==> src/rtl/digit_serial_pkg.sv <==
// Shared definitions for the digit-serial add/sub block: FSM state encoding,
// a constant ceil-log2 for sizing the digit counter, and a helper used by the
// top level to reject configurations where D does not divide N.
package digit_serial_pkg;

  typedef enum logic [1:0] {
    IDLE = 2'd0,
    RUN  = 2'd1,
    DONE = 2'd2
  } state_e;

  // Ceiling log2; clog2(1) = 0.
  function automatic int clog2(input int v);
    int r;
    r = 0;
    while ((1 << r) < v) r++;
    return r;
  endfunction

  function automatic bit divides_evenly(input int n, input int d);
    return (d > 0) && ((n % d) == 0);
  endfunction

endpackage

==> src/rtl/Full_Adder.sv <==
// One-bit full adder cell, the building block of the digit adder.
module Full_Adder (
  input  logic a,
  input  logic b,
  input  logic cin,
  output logic sum,
  output logic cout
);

  assign sum  = a ^ b ^ cin;
  assign cout = (a & b) | (a & cin) | (b & cin);

endmodule

==> src/rtl/digit_adder.sv <==
// Combinational D-bit ripple-carry adder; one instance is reused every digit
// cycle by the serial add/sub.
module digit_adder #(
  parameter int D = 8
) (
  input  logic [D-1:0] a,
  input  logic [D-1:0] b,
  input  logic         cin,
  output logic [D-1:0] sum,
  output logic         cout
);

  // carry[i] is the carry into bit i; carry[D] leaves the digit.
  logic [D:0] carry;

  assign carry[0] = cin;
  assign cout     = carry[D];

  for (genvar i = 0; i < D; i++) begin : g_bit
    Full_Adder u_fa (
      .a    (a[i]),
      .b    (b[i]),
      .cin  (carry[i]),
      .sum  (sum[i]),
      .cout (carry[i+1])
    );
  end

endmodule

==> src/rtl/digit_serial_add_sub.sv <==
// Digit-serial signed adder/subtractor: S = A + B (k=0) or A - B (k=1) on
// N-bit two's-complement operands, D bits per clock, N+1-bit sign-extended
// result plus signed-overflow flag.
// Optional feature macro: DIGIT_SERIAL_ADD_SUB_SAT_EN adds a saturated
// N-bit result port s_sat.
//
// Handshakes: a transfer happens on a rising edge where valid and ready are
// both high. in_ready is high only in IDLE, out_valid only in DONE; while
// out_valid is high and out_ready is low, s/ovf (and s_sat) hold steady.
module digit_serial_add_sub
  import digit_serial_pkg::*;
#(
  parameter int N = 32,
  parameter int D = 8
) (
  input  logic         clk,
  input  logic         rst,
  input  logic         in_valid,
  output logic         in_ready,
  input  logic [N-1:0] a,
  input  logic [N-1:0] b,
  input  logic         k,
  output logic         out_valid,
  input  logic         out_ready,
  output logic [N:0]   s,
`ifdef DIGIT_SERIAL_ADD_SUB_SAT_EN
  output logic [N-1:0] s_sat,
`endif
  output logic         ovf
);

  localparam int NDIG = N / D;
  localparam int CW   = (NDIG > 1) ? clog2(NDIG) : 1;
  localparam logic [CW-1:0] LAST_DIG = CW'(NDIG - 1);

  if (!divides_evenly(N, D) || N < 2) begin : g_cfg_err
    $error("digit_serial_add_sub: N must be >= 2 and divisible by D");
  end

  state_e        state_q, state_d;
  logic [N-1:0]  a_q, a_d;
  logic [N-1:0]  xb_q, xb_d;      // b, or ~b for subtraction
  logic [CW-1:0] cnt_q, cnt_d;
  logic          carry_q, carry_d;
  logic [N:0]    s_q, s_d;
  logic          ovf_q, ovf_d;
`ifdef DIGIT_SERIAL_ADD_SUB_SAT_EN
  logic [N-1:0]  sat_q, sat_d;
`endif

  logic [31:0]   dig_base;
  logic [D-1:0]  dig_a, dig_b, dig_sum;
  logic          dig_cout;

  // Select the current digit of both operands for the shared adder.
  always_comb begin
    dig_base = 32'(cnt_q) * 32'(D);
    dig_a    = a_q[dig_base +: D];
    dig_b    = xb_q[dig_base +: D];
  end

  digit_adder #(.D(D)) u_digit_adder (
    .a    (dig_a),
    .b    (dig_b),
    .cin  (carry_q),
    .sum  (dig_sum),
    .cout (dig_cout)
  );

  // Next-state and datapath update for the IDLE/RUN/DONE sequence.
  always_comb begin
    state_d = state_q;
    a_d     = a_q;
    xb_d    = xb_q;
    cnt_d   = cnt_q;
    carry_d = carry_q;
    s_d     = s_q;
    ovf_d   = ovf_q;
`ifdef DIGIT_SERIAL_ADD_SUB_SAT_EN
    sat_d   = sat_q;
`endif
    case (state_q)
      IDLE: begin
        if (in_valid) begin
          a_d     = a;
          xb_d    = k ? ~b : b;
          carry_d = k;            // +1 completes the two's-complement negate
          cnt_d   = '0;
          state_d = RUN;
        end
      end
      RUN: begin
        s_d[dig_base +: D] = dig_sum;
        carry_d = dig_cout;
        cnt_d   = cnt_q + 1'b1;
        if (cnt_q == LAST_DIG) begin
          // Sign extension: sum bit N of the operands sign-extended by one.
          s_d[N]  = dig_a[D-1] ^ dig_b[D-1] ^ dig_cout;
          ovf_d   = s_d[N] ^ s_d[N-1];
`ifdef DIGIT_SERIAL_ADD_SUB_SAT_EN
          if (!ovf_d)      sat_d = s_d[N-1:0];
          else if (s_d[N]) sat_d = {1'b1, {(N-1){1'b0}}};
          else             sat_d = {1'b0, {(N-1){1'b1}}};
`endif
          cnt_d   = '0;
          state_d = DONE;
        end
      end
      DONE: begin
        if (out_ready) state_d = IDLE;
      end
      default: state_d = IDLE;
    endcase
  end

  // State and datapath registers with synchronous reset.
  always_ff @(posedge clk) begin
    if (rst) begin
      state_q <= IDLE;
      a_q     <= '0;
      xb_q    <= '0;
      cnt_q   <= '0;
      carry_q <= 1'b0;
      s_q     <= '0;
      ovf_q   <= 1'b0;
`ifdef DIGIT_SERIAL_ADD_SUB_SAT_EN
      sat_q   <= '0;
`endif
    end else begin
      state_q <= state_d;
      a_q     <= a_d;
      xb_q    <= xb_d;
      cnt_q   <= cnt_d;
      carry_q <= carry_d;
      s_q     <= s_d;
      ovf_q   <= ovf_d;
`ifdef DIGIT_SERIAL_ADD_SUB_SAT_EN
      sat_q   <= sat_d;
`endif
    end
  end

  assign in_ready  = (state_q == IDLE);
  assign out_valid = (state_q == DONE);
  assign s         = s_q;
  assign ovf       = ovf_q;
`ifdef DIGIT_SERIAL_ADD_SUB_SAT_EN
  assign s_sat     = sat_q;
`endif

endmodule
==> config.mk <==
export PLATFORM = sky130hd
export DESIGN_NAME = digit_serial_add_sub
export DESIGN_NICKNAME = d
export VERILOG_FILES = /design/src/rtl/digit_serial_pkg.sv /design/src/rtl/Full_Adder.sv /design/src/rtl/digit_adder.sv /design/src/rtl/digit_serial_add_sub.sv
export SDC_FILE = /design/constraint.sdc
export NUM_CORES = 1
export LEC_CHECK = 0
export BUFFER_PORTS_ARGS = -buffer_cell sky130_fd_sc_hd__buf_2
export CORE_ASPECT_RATIO = 0.9
export CORE_MARGIN = 2
export CORE_UTILIZATION = 58
export DETAILED_ROUTE_END_ITERATION = 8
export GPL_ROUTABILITY_DRIVEN = 0
export PLACE_DENSITY = 0.85
export SLEW_MARGIN = 40
export SYNTH_ARGS = -nofsm -noshare
export SYNTH_HDL_FRONTEND = slang
export SYNTH_HIERARCHICAL = 1
export SYNTH_SLANG_ARGS = --single-unit
==> constraint.sdc <==
create_clock -name clk -period 9.9 [get_ports clk]
set_input_delay 0.99 -clock clk [delete_from_list [all_inputs] [get_ports clk]]
set_output_delay 0.99 -clock clk [all_outputs]
set_load 0.005 [all_outputs]
Word-level counts from Yosys, hierarchy flattened
Index checks and enable logic that the tools add are counted.
Operators by class
  equality and inequality tests: 6
  $add $sub $neg: 2
  divide/modulo/power cells: 0
  multiply operators: 0
  bitwise logic cells: 59
  reductions and logical operators: 6
  magnitude comparators: 0
  multiplexer cells: 12
  shift operators: 4
Operator list (count)
  32-bit by 6-bit variable part select with 8-bit output: 2
  5-bit negator with 34-bit output: 1
  8-bit by 34-bit variable shift with 33-bit output, first input constant: 1
  8-bit by 34-bit variable part select with 33-bit output: 1
  33-bit bitwise mux: 1
  32-bit two-way mux: 1
  32-bit NOT: 1
  1-bit AND: 24
  1-bit bitwise XOR: 18
  1-bit OR: 16
  2-bit two-way mux: 5
  2-bit one-hot mux with 3 select lines: 1
  2-bit AND reduction: 3
  2-bit equality test, second input constant: 2
  2-bit != test, second input constant: 2
  2-bit one-hot mux with 2 select lines: 1
  3-bit AND reduction: 1
  2-bit by 1-bit adder with 2-bit output, second input constant: 1
  2-bit by 1-bit equality test with 1-bit output, second input constant: 1
  2-bit zero test: 1
  1-bit two-way mux: 2
  2-bit by 1-bit != test with 1-bit output, second input constant: 1
  1-bit one-hot mux with 2 select lines: 1
  2-bit nonzero test: 1
Storage, ports and cells
  output and inout bits: 36
  flip-flop bits (word level): 103
  input bits: 69
  memories: 0
  bits in latches: 0
  word-level logic and storage cells: 96
  bits in read-only memories: 0
  bits in writable memories: 0

Depth between registers and ports, before layout
  depth after elaboration: 27
  depth in mapped cells: 15
  gate-level depth less buffers: 13

By module
Netlist, hierarchy kept.
By module, submodules not included
  digit_serial_add_sub: area each 4408.0 µm², seq. area each 2062.0 µm², times used 1, cells each 496
  Full_Adder: area each 20.0 µm², seq. area each 0.0 µm², times used 8, cells each 1

Worst setup path before layout
Ideal clock, no wire load.
  path type: reg2reg
  start point: register cnt_q[1]
  end point: register ovf_q, in the netlist ovf
  period minus slack after synthesis: 5472 ps
  data required time: 9809 ps
  slack: 4428 ps
  path buffers: 2
  cell stages (with the launch flop): 16
  data arrival time: 5381 ps
  setup time: 91 ps
  path through: dfxtp_1 > buf_2 > buf_1 > mux4_2 > fa_1 > fa_1 > fa_1 > fa_1 > fa_1 > fa_1 > fa_1 > fa_1 > or4bb_1 > a21oi_1 > xor2_1 > a311oi_1
Between the ends
  elaborated cells on any way between the ends: 66
  those cells by class: add/sub (1); eq/ne (1); shift (4); mux (1); bitwise (58); reduce/logical (1)
RTL lines
  from (decl): line digit_serial_add_sub.sv:43  | logic [CW-1:0] cnt_q, cnt_d;
  from (signal assigned): line digit_serial_add_sub.sv:133  | cnt_q <= cnt_d;
  32-bit by 6-bit variable part select with 8-bit output (*): line digit_serial_add_sub.sv:59  | dig_b = xb_q[dig_base +: D];
  via dig_b[0]: line digit_serial_add_sub.sv:52  | logic [D-1:0] dig_a, dig_b, dig_sum;
  1-bit AND: line Full_Adder.sv:11  | assign cout = (a & b) | (a & cin) | (b & cin);
  1-bit OR: line Full_Adder.sv:11
  1-bit OR (*): line Full_Adder.sv:11
  via u_digit_adder.carry[1]: line digit_adder.sv:14  | logic [D:0] carry;
  1-bit AND: line Full_Adder.sv:11
  1-bit OR: line Full_Adder.sv:11
  [... 1 more ...]
  via u_digit_adder.carry[2]: line digit_adder.sv:14
  [... 3 more ...]
  via u_digit_adder.carry[3]: line digit_adder.sv:14
  [... 3 more ...]
  via u_digit_adder.carry[4]: line digit_adder.sv:14
  [... 3 more ...]
  via u_digit_adder.carry[5]: line digit_adder.sv:14
  [... 3 more ...]
  via u_digit_adder.carry[6]: line digit_adder.sv:14
  [... 1 more ...]
  1-bit OR: line Full_Adder.sv:11
  1-bit OR (*): line Full_Adder.sv:11
  via u_digit_adder.carry[7]: line digit_adder.sv:14
  1-bit bitwise XOR (*): line Full_Adder.sv:10  | assign sum = a ^ b ^ cin;
  via dig_sum[7]: line digit_serial_add_sub.sv:52
  8-bit by 34-bit variable part select with 33-bit output (*): line digit_serial_add_sub.sv:93  | s_d[dig_base +: D] = dig_sum;
  33-bit bitwise mux (*): line digit_serial_add_sub.sv:93
  1-bit bitwise XOR (*): line digit_serial_add_sub.sv:99  | ovf_d = s_d[N] ^ s_d[N-1];
  to (signal assigned): line digit_serial_add_sub.sv:136  | ovf_q <= ovf_d;
  to (decl): line digit_serial_add_sub.sv:46  | logic ovf_q, ovf_d;
Mark *: on every way through the listed nets, which the timed path passes. The rest lies on a longest branch.
A chain may end at the register's enable or synchronous reset.

Final worst setup path
  start point: register cnt_q[0]
  end point: register ovf_q, in the netlist ovf
Same word-level chain as after synthesis.

==> results.txt <==
----------------------------------------------------
[Synth]
  Seq cells post-synth ... just over 100
  Number of distinct library cells after synthesis ... 28
  Number of synthesized flops with an enable pin ... 0
  Most used flip-flop cell after synthesis ... dfxtp_1
  Yosys warning total ... 6
  Number of instances in the synthesized netlist ... ~500
  Synth top area share ... a little under half
  Syn Std Cell Area ... between 4000 and 5000 sq um
  List of most frequent post-synthesis cells ... 103 x dfxtp_1, 95 x nand2_1, 62 x a21oi_1
  Top cells by area in the synthesized netlist ... dfxtp_1 45%, mux4_2 7.9%, nand2_1 7.8%
  Syn nets ... between 500 and 600
  Fraction of registers with async set/reset ... 0%
  Top cell type by total area after synthesis ... dfxtp_1
  Synthesized area divided by synthesized cell count ... approximately 9.1 sq um
  Sequential element share of the synthesized area ... roughly 45%
  Most common cell in the netlist ... dfxtp_1

[Cells and area]
  Final Net Count ... approximately 660
  Total area of multi-input combinational cells ... between 2000 and 2500 sq um
  Share of cells above drive strength 1 ... 24.53%
  Combined flip-flop and latch cell area ... 2063 sq um
  Final standard cell utilization of the core ... between 70 and 80%
  Count of inserted antenna diode cells ... 0
  Fill cell instance count of the final layout ... just under 600
  Area growth from synthesis to layout ... 16.21%

[Worst hold path]
  Worst hold start ... s[18]$_SDFFE_PP0P_
  Min-Delay Path Class ... reg2reg

[Drt]
  Antenna-violating nets left ... 0
  Via count ... 3789
  Length of the first detailed-routing pass in iterations ... 5
  Wire per inst ... 15.50 um
  Total Wirelength ... 10.58 mm
  DRC violation count after routing ... 0
  Via-to-Cell Ratio ... ~5.5
  Initial drt markers ... 220

[Global route]
  Maximum number of pins on one net before global-route repair ... between 100 and 150
  Residual overflow from global routing ... 0
  Combined global-route utilization of all metal layers ... 25.30%
  Antenna violations before repair ... 0
  Vias in the first global route ... between 3000 and 4000
  First-pass GRT wire length ... about 17 mm

[Setup path]
  Type of the worst setup path ... reg2reg
  Reg-to-reg slack, setup ... 3.85 ns
  Most numerous cell on the critical path ... fa_1
  CP max-delay cell ... dfxtp_1
  Worst R2R Start ... cnt_q[0]$_SDFFE_PP0P_
  Cell breakdown of the critical path ... buf_4 > mux4_2 > fa_1 > fa_1 > fa_1 > fa_1 > fa_1 > fa_1 > fa_1 > fa_1 > or4bb_1 > a21oi_1 > xor2_1 > a311oi_1
  Worst Path Arrival ... 6.33 ns
  Largest fanout on the critical path ... 19
  Stage delay of the slowest cell on the critical path ... roughly 0.62 ns
  Launch point of the critical path ... cnt_q[0]$_SDFFE_PP0P_
  Startpoint type of the worst setup path ... flip-flop
  Setup crit end kind ... flip-flop
  Required time of the worst setup path ... 10.18 ns

[Timing]
  Crit share post-route ... ~60%
  Number of pins exceeding their max-slew limit in the final report ... 0
  Actual slew at the worst max-slew pin ... around 0.73 ns
  Maximum clock skew at final layout ... ~0.0086 ns
  Final hold vios ... 0
  Setup repair after global routing missed its margin ... no
  Clock period minus worst slack ... roughly 6 ns
  Worst slew margin ... 51.02%
  Finish-stage setup viols ... 0
  Worst hold slack after final layout ... approximately 0.46 ns
  Fin worst setup slack ... about 3.9 ns
  Total negative slack ... 0 ns
  Highest clock frequency the design can meet ... around 170 MHz

[Clock network]
  Number of buffers on the longest clock path ... 2
  Clock H-tree levels ... 3
  Clock Tree Root ... clkbuf_8
  Number of buffers inserted to repair setup after CTS ... 0
  Cells resized by post-CTS repair ... 0
  Clk slew on worst S/H paths ... around 0.10 ns
  Worst-skew pair later-pin latency ... around 0.37 ns
  Number of clock sinks ... approximately 100
  CTS tree ... built
  CTS buffer count ... 9
  Hold buffer count at CTS ... 0

[Floorplanning]
  FP Rows ... 30
  Core Footprint ... ~7600 sq um
  Die area ... between 8000 and 9000 sq um
  Vert. Die Dim ... roughly 88 um
  Top-Level Pins ... 105
  Chip Width ... 97.55 um
  Initial cell density of the core ... 60.25%

[Place]
  Post-detail-place hpwl ... 7.656 mm
  Worst setup timing slack at the placement stage ... ~3.9 ns
  Number of buffers added on ports ... around 100

[Run status]
  Status ... finished, final reports clean

[Run]
  Max capacitance violation total ... 0

[Pwr]
  Static leakage ... 2.106 nW
  Switching Fraction ... between 20 and 30%
  Sequential fraction of design power ... between 50% and 60%
  Design internal power ... 0.0006369 W
  Switching component of the power ... between 0.0002 and 0.00025 W
  Power per Cell Area ... around 160 nW/um^2
  Fraction of power consumed by the clock network ... 32.2%
  Comb pwr share ... ~16%
  Worst IR drop on VDD ... 0.00009648 V

----------------------------------------------------
layout by cell type (no fill, tap or decap), types with 2 or more instances in the layout:
cell and n:
a21oi_1 62, a22oi_1 9, nor2_1 47, dfxtp_1 102
buf_6 2, buf_4 2, nand3_1 26, ha_1 5
nand2b_1 2, xnor2_1 32, fa_1 8, nor2b_1 10
buf_2 103, nand2_1 94, and2_1 4, inv_1 2
a211oi_1 32, mux4_2 16, clkbuf_8 12
layer usage:
layer  routed length (um)  track usage, %  up-vias
met3                  740           6.225       24
met1                 4276           29.82     1740
li1                     -               -     1874
met5                    0               0        -
met2                 5359           45.83      151
met4                  207           8.838        0
power by group through the flow:
stage / logic, W / clock network, W / registers, W
after global routing: 0.000151 / 0.000299 / 0.000456
final: 0.000136 / 0.000280 / 0.000454
after floorplan: 0.0000979 / 0 / 0.000456
after detailed placement: 0.000134 / 0 / 0.000463
after global placement: 0.000129 / 0 / 0.000461
after CTS: 0.000135 / 0.000283 / 0.000453
state kept, by name, indices dropped and copies added (netlist names):
| register | flops |
|---|---|
| cnt_q | 2 |
| ovf | 1 |
| xb_q | 32 |
| s | 33 |
| a_q | 32 |
| carry_q | 1 |
| state_q | 2 |
through the flow:
| step | instance area [sq um] | total power (W) | instances |
|---|---|---|---|
| 5_1_grt | 5309 | 0.0009059 | 683 |
| 2_1_floorplan | 4568 | 0.0005538 | 504 |
| 3_3_place_gp | 5074 | 0.0005903 | 667 |
| 6_report | 5309 | 0.0008695 | 683 |
| 4_1_cts | 5296 | 0.0008712 | 683 |
| 3_5_place_dp | 5080 | 0.0005970 | 667 |
critical path: cells and delay by family, from the launching register on:
family,cells,cell delay [ns]
compound gates,2,0.45
simple gates,1,0.49
buf+inv,1,0.38
fa+ha+maj,8,3.38
flops,1,0.62
mux,1,0.56
xor+xnor,1,0.08
final cells by class:
type                            count  area share, %
Clock inverter                      4         0.9663
Sequential cell                   103          38.86
Timing Repair Buffer              107          10.42
Inverter                            2         0.1414
Tap cell                           96          2.263
Multi-Input combinational cell    359          44.24
Clock buffer                       12          3.111
cells by family (layout without fill, tap and decap cells):
kind of cell               count (synthesis)  in the layout  share of synthesized area [%]
and+or+nand+nor                          191            191                          17.78
AOI/OAI and AO/OA                        105            105                          13.86
DFF                                      103            103                          45.14
buffers and inverters                     42            125                          3.643
xor gates and xnor gates                  34             34                          6.820
muxes                                     16             16                          7.888
adders and majority gates                 13             13                          4.875
final timing paths:
path,endpoint,depth (start not counted)
max,ovf$_SDFFE_PP0P_,14
min reg2reg,s[18]$_SDFFE_PP0P_,2
max reg2reg,ovf$_SDFFE_PP0P_,14
min,s[18]$_SDFFE_PP0P_,2
Note: power is estimated with default switching activity, not from simulation.
